==> config.mk <==
export PLATFORM = sky130hd
export DESIGN_NAME = sum_accum
export DESIGN_NICKNAME = d
export VERILOG_FILES = /design/src/rtl/sum_accum.sv
export SDC_FILE = /design/constraint.sdc
export NUM_CORES = 1
export LEC_CHECK = 0
export ABC_AREA = 1
export CORE_ASPECT_RATIO = 0.6
export CORE_UTILIZATION = 35
export CTS_CLUSTER_SIZE = 12
export DETAILED_ROUTE_END_ITERATION = 6
export PLACE_DENSITY = 0.65
export SLEW_MARGIN = 20
export SYNTH_ARGS = -nofsm -noshare
export SYNTH_HDL_FRONTEND = slang
export SYNTH_SLANG_ARGS = --single-unit
==> constraint.sdc <==
create_clock -name clk -period 2.25 [get_ports clk]
set_clock_uncertainty 0.2 [all_clocks]
set_input_delay 0.3375 -clock clk [delete_from_list [all_inputs] [get_ports clk]]
set_output_delay 0.3375 -clock clk [all_outputs]
set_load 0.005 [all_outputs]
==> src/rtl/sum_accum.sv <==
// ---------------------------------------------------------------------------
// sum_accum
//
// Burst accumulator sitting directly behind the 4-bit adder. It takes the
// adder's {cout, s} results over a valid/ready handshake, adds BURST_LEN of
// them into a wider running total, counts how many carried out, and then
// offers the totals on an output valid/ready handshake.
//
// Optional feature macro: SUM_ACCUM_SAT_EN
//    defined     -> on overflow the total clamps to 2^ACC_W-1 for the rest
//                   of the burst
//    not defined -> the total wraps mod 2^ACC_W
//    out_ovf is a sticky overflow flag in both modes.
//
// Ports
//    clk          in   rising-edge clock
//    rst_n        in   asynchronous active-low reset
//    start        in   begins a burst (sampled only while idle)
//    in_valid     in   adder result present
//    in_ready     out  block accepts a result (accumulating)
//    in_sum       in   adder sum s [SUM_W]
//    in_cout      in   adder carry-out
//    out_valid    out  burst result available
//    out_ready    in   downstream takes the result
//    out_total    out  accumulated total [ACC_W]
//    out_carries  out  number of accepted samples with carry-out [CNT_W]
//    out_ovf      out  sticky overflow flag for the current burst
//    busy         out  not idle
// ---------------------------------------------------------------------------
module sum_accum #(
   parameter  int SUM_W     = 4,
   parameter  int ACC_W     = 8,
   parameter  int BURST_LEN = 10,
   localparam int CNT_W     = $clog2(BURST_LEN + 1)
) (
   input  logic             clk,
   input  logic             rst_n,
   input  logic             start,
   input  logic             in_valid,
   output logic             in_ready,
   input  logic [SUM_W-1:0] in_sum,
   input  logic             in_cout,
   output logic             out_valid,
   input  logic             out_ready,
   output logic [ACC_W-1:0] out_total,
   output logic [CNT_W-1:0] out_carries,
   output logic             out_ovf,
   output logic             busy
);

   typedef enum logic [1:0] {
      IDLE  = 2'd0,
      ACCUM = 2'd1,
      DONE  = 2'd2
   } state_t;

   state_t             r_state;
   state_t             w_nextState;

   logic [ACC_W-1:0]   r_total;
   logic [CNT_W-1:0]   r_carries;
   logic [CNT_W-1:0]   r_count;
   logic               r_ovf;

   logic               w_accept;
   logic               w_lastSample;
   logic [ACC_W:0]     w_sample;
   logic [ACC_W:0]     w_sum;
   logic [ACC_W-1:0]   w_nextTotal;

   // Handshake outputs come straight from the registered state so that no
   // input can reach them combinationally.
   assign in_ready  = (r_state == ACCUM);
   assign out_valid = (r_state == DONE);
   assign busy      = (r_state != IDLE);

   assign out_total   = r_total;
   assign out_carries = r_carries;
   assign out_ovf     = r_ovf;

   assign w_accept     = in_valid && (r_state == ACCUM);
   assign w_lastSample = (r_count == CNT_W'(BURST_LEN - 1));

   // The add is done one bit wider than the total so the carry out of the
   // accumulator is visible as the overflow indication.
   always_comb begin
      w_sample    = (ACC_W + 1)'({in_cout, in_sum});
      w_sum       = {1'b0, r_total} + w_sample;
`ifdef SUM_ACCUM_SAT_EN
      // Once clamped, any further non-zero add overflows again, so the
      // total naturally stays pinned at full scale for the rest of the burst.
      w_nextTotal = w_sum[ACC_W] ? {ACC_W{1'b1}} : w_sum[ACC_W-1:0];
`else
      w_nextTotal = w_sum[ACC_W-1:0];
`endif
   end

   always_ff @(posedge clk or negedge rst_n) begin
      if (!rst_n) begin
         r_state <= IDLE;
      end else begin
         r_state <= w_nextState;
      end
   end

   // start only matters while idle; in ACCUM and DONE it is ignored.
   always_comb begin
      w_nextState = r_state;
      case (r_state)
         IDLE: begin
            if (start) begin
               w_nextState = ACCUM;
            end
         end
         ACCUM: begin
            if (w_accept && w_lastSample) begin
               w_nextState = DONE;
            end
         end
         DONE: begin
            if (out_ready) begin
               w_nextState = IDLE;
            end
         end
         default: begin
            w_nextState = IDLE;
         end
      endcase
   end

   // Accumulator contents persist after the output handshake and are only
   // cleared by the next start (or reset).
   always_ff @(posedge clk or negedge rst_n) begin
      if (!rst_n) begin
         r_total   <= '0;
         r_carries <= '0;
         r_count   <= '0;
         r_ovf     <= 1'b0;
      end else if ((r_state == IDLE) && start) begin
         r_total   <= '0;
         r_carries <= '0;
         r_count   <= '0;
         r_ovf     <= 1'b0;
      end else if (w_accept) begin
         r_total   <= w_nextTotal;
         r_carries <= r_carries + CNT_W'(in_cout);
         r_count   <= r_count + CNT_W'(1);
         r_ovf     <= r_ovf | w_sum[ACC_W];
      end
   end

endmodule
==> results_dict.tcl <==
set metrics [dict create \
    place_area_sq_um 1400 \
    synthDistinctLibCells 20 \
    yosysSeqAreaShare 0.436 \
    end_kind "register" \
    num_antenna_cells 0 \
    ir_worst_vdd_v 0.000504 \
    via_count 953 \
    place_ws_ns -0.0550 \
    fmax_mhz 489 \
    cts.path.max_buffers 2 \
    final_util 0.498 \
    route.met3.wl_um 106 \
    ys_warn_count 0 \
    wl_per_cell_um 11.8 \
    synth_commonest_cells "nand2_1, dfrtp_1, inv_1" \
    htreeDepth 1 \
    grt_usage 0.174 \
    final_layout_size_suffix_gt1_frac 0.0823 \
    crit_type "primary input to register" \
    coreArea_sq_um 2910 \
    syn_area_per_cell_sq_um 8.52 \
    crit_fanout 4 \
    die-area_sq_um 3350 \
    setup_viol 0 \
    yosys_register_bits 19 \
    grt_max_degree 20 \
    nNetsFinal 179 \
    clkSinkCount 19 \
    synth-edff-count 0 \
    cts_tree "yes" \
    clkTransAtPathRegs_ns 0.07 \
    critical_path_required_ns 2.20 \
    io-pin-count 26 \
    drt_iter0_drc 31 \
    root_buffer "clkbuf_8" \
    fin_cells 200 \
    hold_buffers 0 \
    power_leakage_nw 0.714 \
    final_antenna_net_count 0 \
    drv_cap 0 \
    met1_length_um 1160 \
    start_util 0.375 \
    yosysMostFrequentCell "nand2_1" \
    rsz0062_at_grt "false" \
    whs_ns 0.209 \
    place_hpwl_um 1850 \
    synthTopCellsByArea "dfrtp_1, ha_1, nand2_1" \
    nFillCells 284 \
    top_layer "met4" \
    finalWirelength_um 2370 \
    postCtsSetupRepairBufs 0 \
    syn-cell-area_sq_um 1090 \
    first_pass_iters 4 \
    worstSetupStartpointType "primary input" \
    antenna_found_initial 0 \
    run_status "completed" \
    rows 15 \
    hold_viol 0 \
    die_y_um 45.2 \
    max_slew_margin 0.824 \
    ff2ff_setup_slack_ns 0.34 \
    port_buffers 25 \
    wl_met2_um 1040 \
    period_share 0.909 \
    arrival_ns 1.99 \
    drt_drc_violations_left 0 \
    cts_resized 0 \
    worst_pin_slew_ns 0.264 \
    viasPerCell 4.77 \
    grt_pass1_vias 918 \
    min_period_ns 2.04 \
    syn_inst 128 \
    drv_slew 0 \
    synthArstFlopShare 1.00 \
    fp.dieW_um 74.1 \
    yosys_most_used_dff "dfrtp_1" \
    clk_latency_ns 0.26 \
    areaGrowthSynthToFinish_pct 32.7 \
    globalplace.congestion 0.774 \
    grt.overflow.total 0 \
    yosysTopAreaCellShare 0.436 \
    power_density_nw_per_um2 1210 \
    cts_buffers 3 \
    worst_slack_ns 0.205 \
    postLayoutCellArea_sq_um 1450 \
    hold_path_class "primary input to async pin" \
    synth_fp_nets 148 \
    yosys.area.top_type "dfrtp_1" \
    numPlacedInstances 196 \
    grt_first_pass_wirelength_um 4090 \
]
## metal layers
| layer | vias to the layer above | track usage |
|---|---|---|
| met5 | - | 0 |
| met4 | 0 | 0.0923 |
| met3 | 8 | 0.0536 |
| met2 | 24 | 0.271 |
| met1 | 437 | 0.218 |
| li1 | 484 | - |
## final cells by class
| class | instances | area [sq um] | share of cell area |
|---|---|---|---|
| clock buffer | 3 | 41.3 | 0.0285 |
| clock inverter | 1 | 5.00 | 0.00346 |
| inverter | 16 | 60.1 | 0.0415 |
| multi-input combinational | 93 | 556 | 0.384 |
| sequential | 19 | 475 | 0.328 |
| tap | 42 | 52.6 | 0.0363 |
| timing repair buffer | 26 | 258 | 0.178 |
## through the flow
| step | power (mW) | TNS [ns] |
|---|---|---|
| 2_1_floorplan | 1.12 | 0 |
| 3_3_place_gp | 1.48 | 0 |
| 3_5_place_dp | 1.52 | -0.0550 |
| 4_1_cts | 1.77 | 0 |
| 5_1_grt | 1.94 | 0 |
| 6_report | 1.75 | 0 |
## path summary, 6_finish.rpt
check,start,end,depth (start not counted)
max,in_sum[0],out_total[6],12
min,rst_n,out_total[0],2
max reg2reg,out_total[0],out_total[6],11
min reg2reg,out_carries[3],out_carries[3],1
max in group asynchronous,rst_n,out_total[3],2
min in group clk,out_carries[3],out_carries[3],1
## power breakdown
| part | switching, mW | internal [mW] |
|---|---|---|
| registers | 0.149 | 0.486 |
| logic | 0.423 | 0.446 |
| clock network | 0.119 | 0.123 |
| total | 0.691 | 1.05 |
## logic make-up after synthesis
group / after synthesis / share of synthesized area
flops: 19 / 0.436
buf+inv: 16 / 0.0550
compound gates: 22 / 0.114
fa+ha+maj: 10 / 0.122
xor+xnor: 1 / 0.00803
simple gates: 60 / 0.266
## worst max-delay path, cell delays in order
cell	delay, ns
clkdlybuf4s50_1	0.46
ha_1	0.17
inv_1	0.06
fa_1	0.39
inv_1	0.07
nand3_1	0.06
nand2_1	0.12
nand2_1	0.07
nand2_1	0.09
nand2_1	0.06
nand2_1	0.06
nor2_1	0.05
## registers in the layout (all words and copies together) (netlist names)
signal,cells
out_total,8
r_count,4
out_ovf,1
r_state,2
out_carries,4
## cell usage in the layout (no fill, tap or decap)
cell / n
ha_1: 9
buf_4: 1
clkinv_2: 1
nand3_4: 1
nand2_2: 1
clkinv_1: 1
o21ai_0: 7
xor2_1: 1
nand2_4: 2
nor2_2: 2
or2_2: 2
a22o_1: 3
nand3b_1: 2
nor2_1: 9
nand3_1: 9
inv_1: 15
a21oi_1: 10
dfrtp_1: 19
clkbuf_8: 3
clkdlybuf4s50_1: 25
fa_1: 1
o22ai_1: 2
nand4_1: 2
nand2_1: 30
Note: power is estimated with default switching activity, not from simulation.
